### src/rtl/mux2x2_arb_pkg.sv
// Shared types and constants for the two-source mux arbiter.
// State encoding is fixed so that parent-level debug taps can decode it.
package mux2x2_arb_pkg;

  typedef enum logic [1:0] {
    ST_IDLE = 2'd0,
    ST_OWN0 = 2'd1,
    ST_OWN1 = 2'd2
  } state_t;

  localparam logic SRC0 = 1'b0;
  localparam logic SRC1 = 1'b1;

  // Ownership state for a given source index.
  function automatic state_t own_state(input logic src);
    return (src == SRC1) ? ST_OWN1 : ST_OWN0;
  endfunction

endpackage

### src/rtl/mux2x2_arb_cnt.sv
// Burst transfer counter: synchronous clear beats increment; tc flags the
// last transfer slot of a burst (count == BURST-1).
module mux2x2_arb_cnt #(
  parameter int BURST = 4,
  parameter int CNTW  = 8
) (
  input  logic clk,
  input  logic rst,
  input  logic clr,
  input  logic inc,
  output logic tc
);

  logic [CNTW-1:0] cnt_reg;

  always_ff @(posedge clk or negedge rst) begin
    if (!rst) begin
      cnt_reg <= '0;
    end else if (clr) begin
      cnt_reg <= '0;
    end else if (inc) begin
      cnt_reg <= cnt_reg + 1'b1;
    end
  end

  assign tc = (cnt_reg == CNTW'(BURST - 1));

endmodule

### src/rtl/mux2x2_arb.sv
// Two-source burst arbiter driving a shared registered 2:1 mux (S, CE) and
// tracking the word held in the mux register. Define MUX2X2_ARB_FIXED_PRI_EN
// for strict source-0 priority instead of round-robin.
module mux2x2_arb
  import mux2x2_arb_pkg::*;
#(
  parameter int BURST = 4,
  parameter int CNTW  = 8
) (
  input  logic clk,
  input  logic rst,
  input  logic req0,
  input  logic req1,
  output logic gnt0,
  output logic gnt1,
  output logic s,
  output logic ce,
  output logic qv,
  output logic qsrc
);

  state_t     state_reg, state_next;
  logic       qv_reg, qsrc_reg;
  logic [1:0] req, gnt, xfer;
  logic       cur_src, cur_req;
  logic       cnt_clr, cnt_inc, cnt_tc;
`ifndef MUX2X2_ARB_FIXED_PRI_EN
  logic       last_reg, last_next;
  logic       oth_req;
`endif

  assign req = {req1, req0};

  genvar gi;
  generate
    for (gi = 0; gi < 2; gi++) begin : g_src
      assign gnt[gi]  = (state_reg == own_state(1'(gi)));
      assign xfer[gi] = gnt[gi] & req[gi];
    end
  endgenerate

  assign gnt0 = gnt[SRC0];
  assign gnt1 = gnt[SRC1];
  assign s    = (state_reg == ST_OWN1);
  assign ce   = |xfer;
  assign qv   = qv_reg;
  assign qsrc = qsrc_reg;

  mux2x2_arb_cnt #(
    .BURST (BURST),
    .CNTW  (CNTW)
  ) u_cnt (
    .clk (clk),
    .rst (rst),
    .clr (cnt_clr),
    .inc (cnt_inc),
    .tc  (cnt_tc)
  );

  always_comb begin
    state_next = state_reg;
    cnt_clr    = 1'b0;
    cnt_inc    = 1'b0;
    cur_src    = (state_reg == ST_OWN1);
    cur_req    = req[cur_src];
`ifndef MUX2X2_ARB_FIXED_PRI_EN
    oth_req    = req[~cur_src];
    last_next  = last_reg;
`endif
    case (state_reg)
      ST_IDLE: begin
        cnt_clr = 1'b1;
        if (req0 && req1) begin
`ifdef MUX2X2_ARB_FIXED_PRI_EN
          state_next = ST_OWN0;
`else
          state_next = own_state(~last_reg);
`endif
        end else if (req0) begin
          state_next = ST_OWN0;
        end else if (req1) begin
          state_next = ST_OWN1;
        end
      end
      ST_OWN0, ST_OWN1: begin
        // A dropped request is a release, even on the terminal count slot.
        if (!cur_req || cnt_tc) begin
          cnt_clr = 1'b1;
`ifdef MUX2X2_ARB_FIXED_PRI_EN
          if (req[SRC0]) begin
            state_next = ST_OWN0;
          end else if (req[SRC1]) begin
            state_next = ST_OWN1;
          end else begin
            state_next = ST_IDLE;
          end
`else
          if (oth_req) begin
            state_next = own_state(~cur_src);
          end else if (cur_req) begin
            state_next = own_state(cur_src);
          end else begin
            state_next = ST_IDLE;
          end
`endif
        end else begin
          cnt_inc = 1'b1;
        end
      end
      default: begin
        state_next = ST_IDLE;
        cnt_clr    = 1'b1;
      end
    endcase
`ifndef MUX2X2_ARB_FIXED_PRI_EN
    if (state_next == ST_OWN0) begin
      last_next = SRC0;
    end else if (state_next == ST_OWN1) begin
      last_next = SRC1;
    end
`endif
  end

  always_ff @(posedge clk or negedge rst) begin
    if (!rst) begin
      state_reg <= ST_IDLE;
      qv_reg    <= 1'b0;
      qsrc_reg  <= SRC0;
    end else begin
      state_reg <= state_next;
      qv_reg    <= ce;
      qsrc_reg  <= s;
    end
  end

`ifndef MUX2X2_ARB_FIXED_PRI_EN
  // Reset to source 1 so that source 0 wins the first tie.
  always_ff @(posedge clk or negedge rst) begin
    if (!rst) begin
      last_reg <= SRC1;
    end else begin
      last_reg <= last_next;
    end
  end
`endif

endmodule

### config.mk
export PLATFORM = sky130hd
export DESIGN_NAME = mux2x2_arb
export DESIGN_NICKNAME = d
export VERILOG_FILES = /design/src/rtl/mux2x2_arb_pkg.sv /design/src/rtl/mux2x2_arb_cnt.sv /design/src/rtl/mux2x2_arb.sv
export SDC_FILE = /design/constraint.sdc
export NUM_CORES = 1
export LEC_CHECK = 0
export BUFFER_PORTS_ARGS = -buffer_cell sky130_fd_sc_hd__buf_2
export CAP_MARGIN = 20
export CORE_AREA = 8 8 54 56
export DETAILED_ROUTE_END_ITERATION = 7
export DIE_AREA = 0 0 62 64
export PLACE_DENSITY = 0.62
export SLEW_MARGIN = 20
export SYNTH_ARGS = -nofsm -noshare
export SYNTH_HDL_FRONTEND = slang
export SYNTH_SLANG_ARGS = --single-unit
### constraint.sdc
create_clock -name clk -period 4.9 [get_ports clk]
set_input_delay 0.49 -clock clk [delete_from_list [all_inputs] [get_ports clk]]
set_output_delay 0.49 -clock clk [all_outputs]
set_load 0.02 [all_outputs]
==> metrics.txt <==
Leakage 0.412 nW; syn avg cell area between 10 and 15 um^2; first-pass GRT wire length 2310 um; Mapped Cells 71; layout cells sized above 1 0.253; Max IR drop VDD 0.256 mV; Clk Latency, worst-skew pair 0.27 ns; max FFs per register 8; Hold WC Path Type primary input to async pin; Post-synth EDFFs 0; status complete, no violations; WS Path Type flop to flop; wire per inst 12.1 um; startpoint types flop; # resized after CTS 0; RSZ-0062 raised after global routing false; dpl cell area just over 800 um^2; share of the synthesized area in the top cell type 0.399; Die W between 60 and 70 um; mux contribution to synthesized area 0.0332; chip height 64 um; vias per cell 4.84; htree depth 1; nets 95; Synth Area in XOR/XNOR 0.0698; Finish-stage setup viols 0; GRT overflow 0; Vias about 540; worst r2r dst last_reg; 1st-iter DRT viols 19; core region area 2110 um^2; design area roughly 850 um^2; Pins Over Slew Limit 0; largest net degree at the start of global routing 14; clk slew on worst S/H paths 0.09 ns; DIE AREA 3970 um^2; Num Clock Sinks 13; sequential share of the synthesized area 0.434; crit end category flop; count leader, synth dfrtp_1; Crit path arrival time around 2.4 ns; cells taking the most area after synthesis dfrtp_1, ha_1, xor2_1; total of max-cap violations 0; Netlist cell types 28; post-synthesis simple-gate area fraction 0.213; initial antenna violation count 0; initial core utilization 0.358; # rows 17; synth cell count leaders dfrtp_1, nor2_1, ha_1; drt first pass iters 4; # diodes 0; I/O Pins 10; I/O Buffers 9; setup tns final 0 ns; Residual DRC 0; synthesized area 753 um^2; Slew @ Worst Pin 0.330 ns; Critical Path Fanout Max 5; largest family of logic cells by synthesized area simple AND/OR/NAND/NOR gates; clock skew 0.00635 ns; total wire length 1340 um; Tcrit/Tclk final 0.456; Synth Area in Adders 0.116; predominant post-synthesis flop cell dfrtp_1; CTS Buf Count 3; PwrDens 527 nW/um^2; Final HPWL DP between 1000 and 1500 um; TritonCTS clock tree done; post-CTS setup buffer count 0; R2R cell count 8; CP Data Required Time 5.10 ns; root buf cell clkbuf_4; Area growth, synth to finish 13.3%; crit path time final 2.23 ns; reg-to-reg critical path startpoint state_reg[0]; syn nets 82; Slew headroom 0.779; vias in the first global route between 500 and 600; Final Hold Viols 0; total number of yosys warnings 0; leading area contributor after synthesis dfrtp_1; post-synthesis compound-gate area fraction 0.110; flop-to-flop setup slack 2.67 ns; Placer Congestion 0.769; Synth Register Bits 13; CTS Hold Bufs 0; fmax approximately 450 MHz; total track usage 0.0760; CTS max path bufs 2; post-route ant nets 0; Async S/R FF share, synth 1.00
==> cell type report <==
| cell class | instances | area [um^2] |
|---|---|---|
| Inverter | 3 | 11.3 |
| Multi-Input combinational cell | 54 | 408 |
| Sequential cell | 13 | 327 |
| Fill cell | 200 | 1250 |
| Tap cell | 28 | 35.0 |
| Clock buffer | 3 | 22.5 |
| Clock inverter | 1 | 5.00 |
| Timing Repair Buffer | 9 | 45.0 |
==> kinds of logic after synthesis <==
family,Yosys count
flip-flops,13
multiplexers,2
buffers and inverters,4
AND/OR/NAND/NOR,29
adder cells (fa/ha/maj),7
AO/OA/AOI/OAI,10
XOR/XNOR,6
==> worst max-delay path by stage <==
stage,slack [ns],start,end,cells after the start
after floorplan,2.88,state_reg[0],last_reg,8
after global placement,2.75,state_reg[0],last_reg,8
after detailed placement,2.69,state_reg[0],last_reg,8
after CTS,2.66,state_reg[0],last_reg,8
after global routing,2.54,state_reg[0],last_reg,8
final,2.67,state_reg[0],last_reg,8
==> metrics by stage <==
| step | hold slack [ns] | total power [mW] | cells | utilization | setup slack, ns |
|---|---|---|---|---|---|
| 5_1_grt | 0.0930 | 0.487 | 111 | 0.405 | 2.54 |
| 3_5_place_dp | 0.398 | 0.387 | 107 | 0.392 | 2.69 |
| 4_1_cts | 0.0893 | 0.455 | 111 | 0.405 | 2.66 |
| 3_3_place_gp | 0.397 | 0.383 | 107 | 0.392 | 2.75 |
| 6_report | 0.0856 | 0.450 | 111 | 0.405 | 2.67 |
| 2_1_floorplan | 0.194 | 0.334 | 71 | - | 2.88 |
==> critical path: stages (launching register included) <==
cell     delay [ns]
dfrtp_1        0.40
inv_1          0.16
ha_1           0.26
mux2i_1        0.11
a31oi_2        0.30
mux2_4         0.34
o32ai_2        0.15
ha_1           0.28
o21ai_0        0.16
==> power by group <==
group | total [mW] | internal (mW) | switching (mW) | leakage [nW]
Clock | 0.0669 | 0.0302 | 0.0367 | 0.0177
Combinational | 0.230 | 0.0930 | 0.137 | 0.222
Sequential | 0.153 | 0.136 | 0.0168 | 0.173
==> metal layers <==
layer,GRT usage,wire length (um),up-vias
li1,-,-,272
met1,0.0872,606,255
met2,0.118,650,8
met3,0.0320,76,2
met4,0.0342,4,0
met5,0,0,-
==> placed cells by master (no fill, tap or decap), drive strengths merged, types with 3 or more instances in the layout <==
master,instances
buf,9
nand2,3
dfrtp,12
clkbuf,3
o21ai,3
nor2,10
nand3,5
and3,3
ha,7
inv,3
xor2,5
nand2b,3
(Power assumes the default switching activity.)
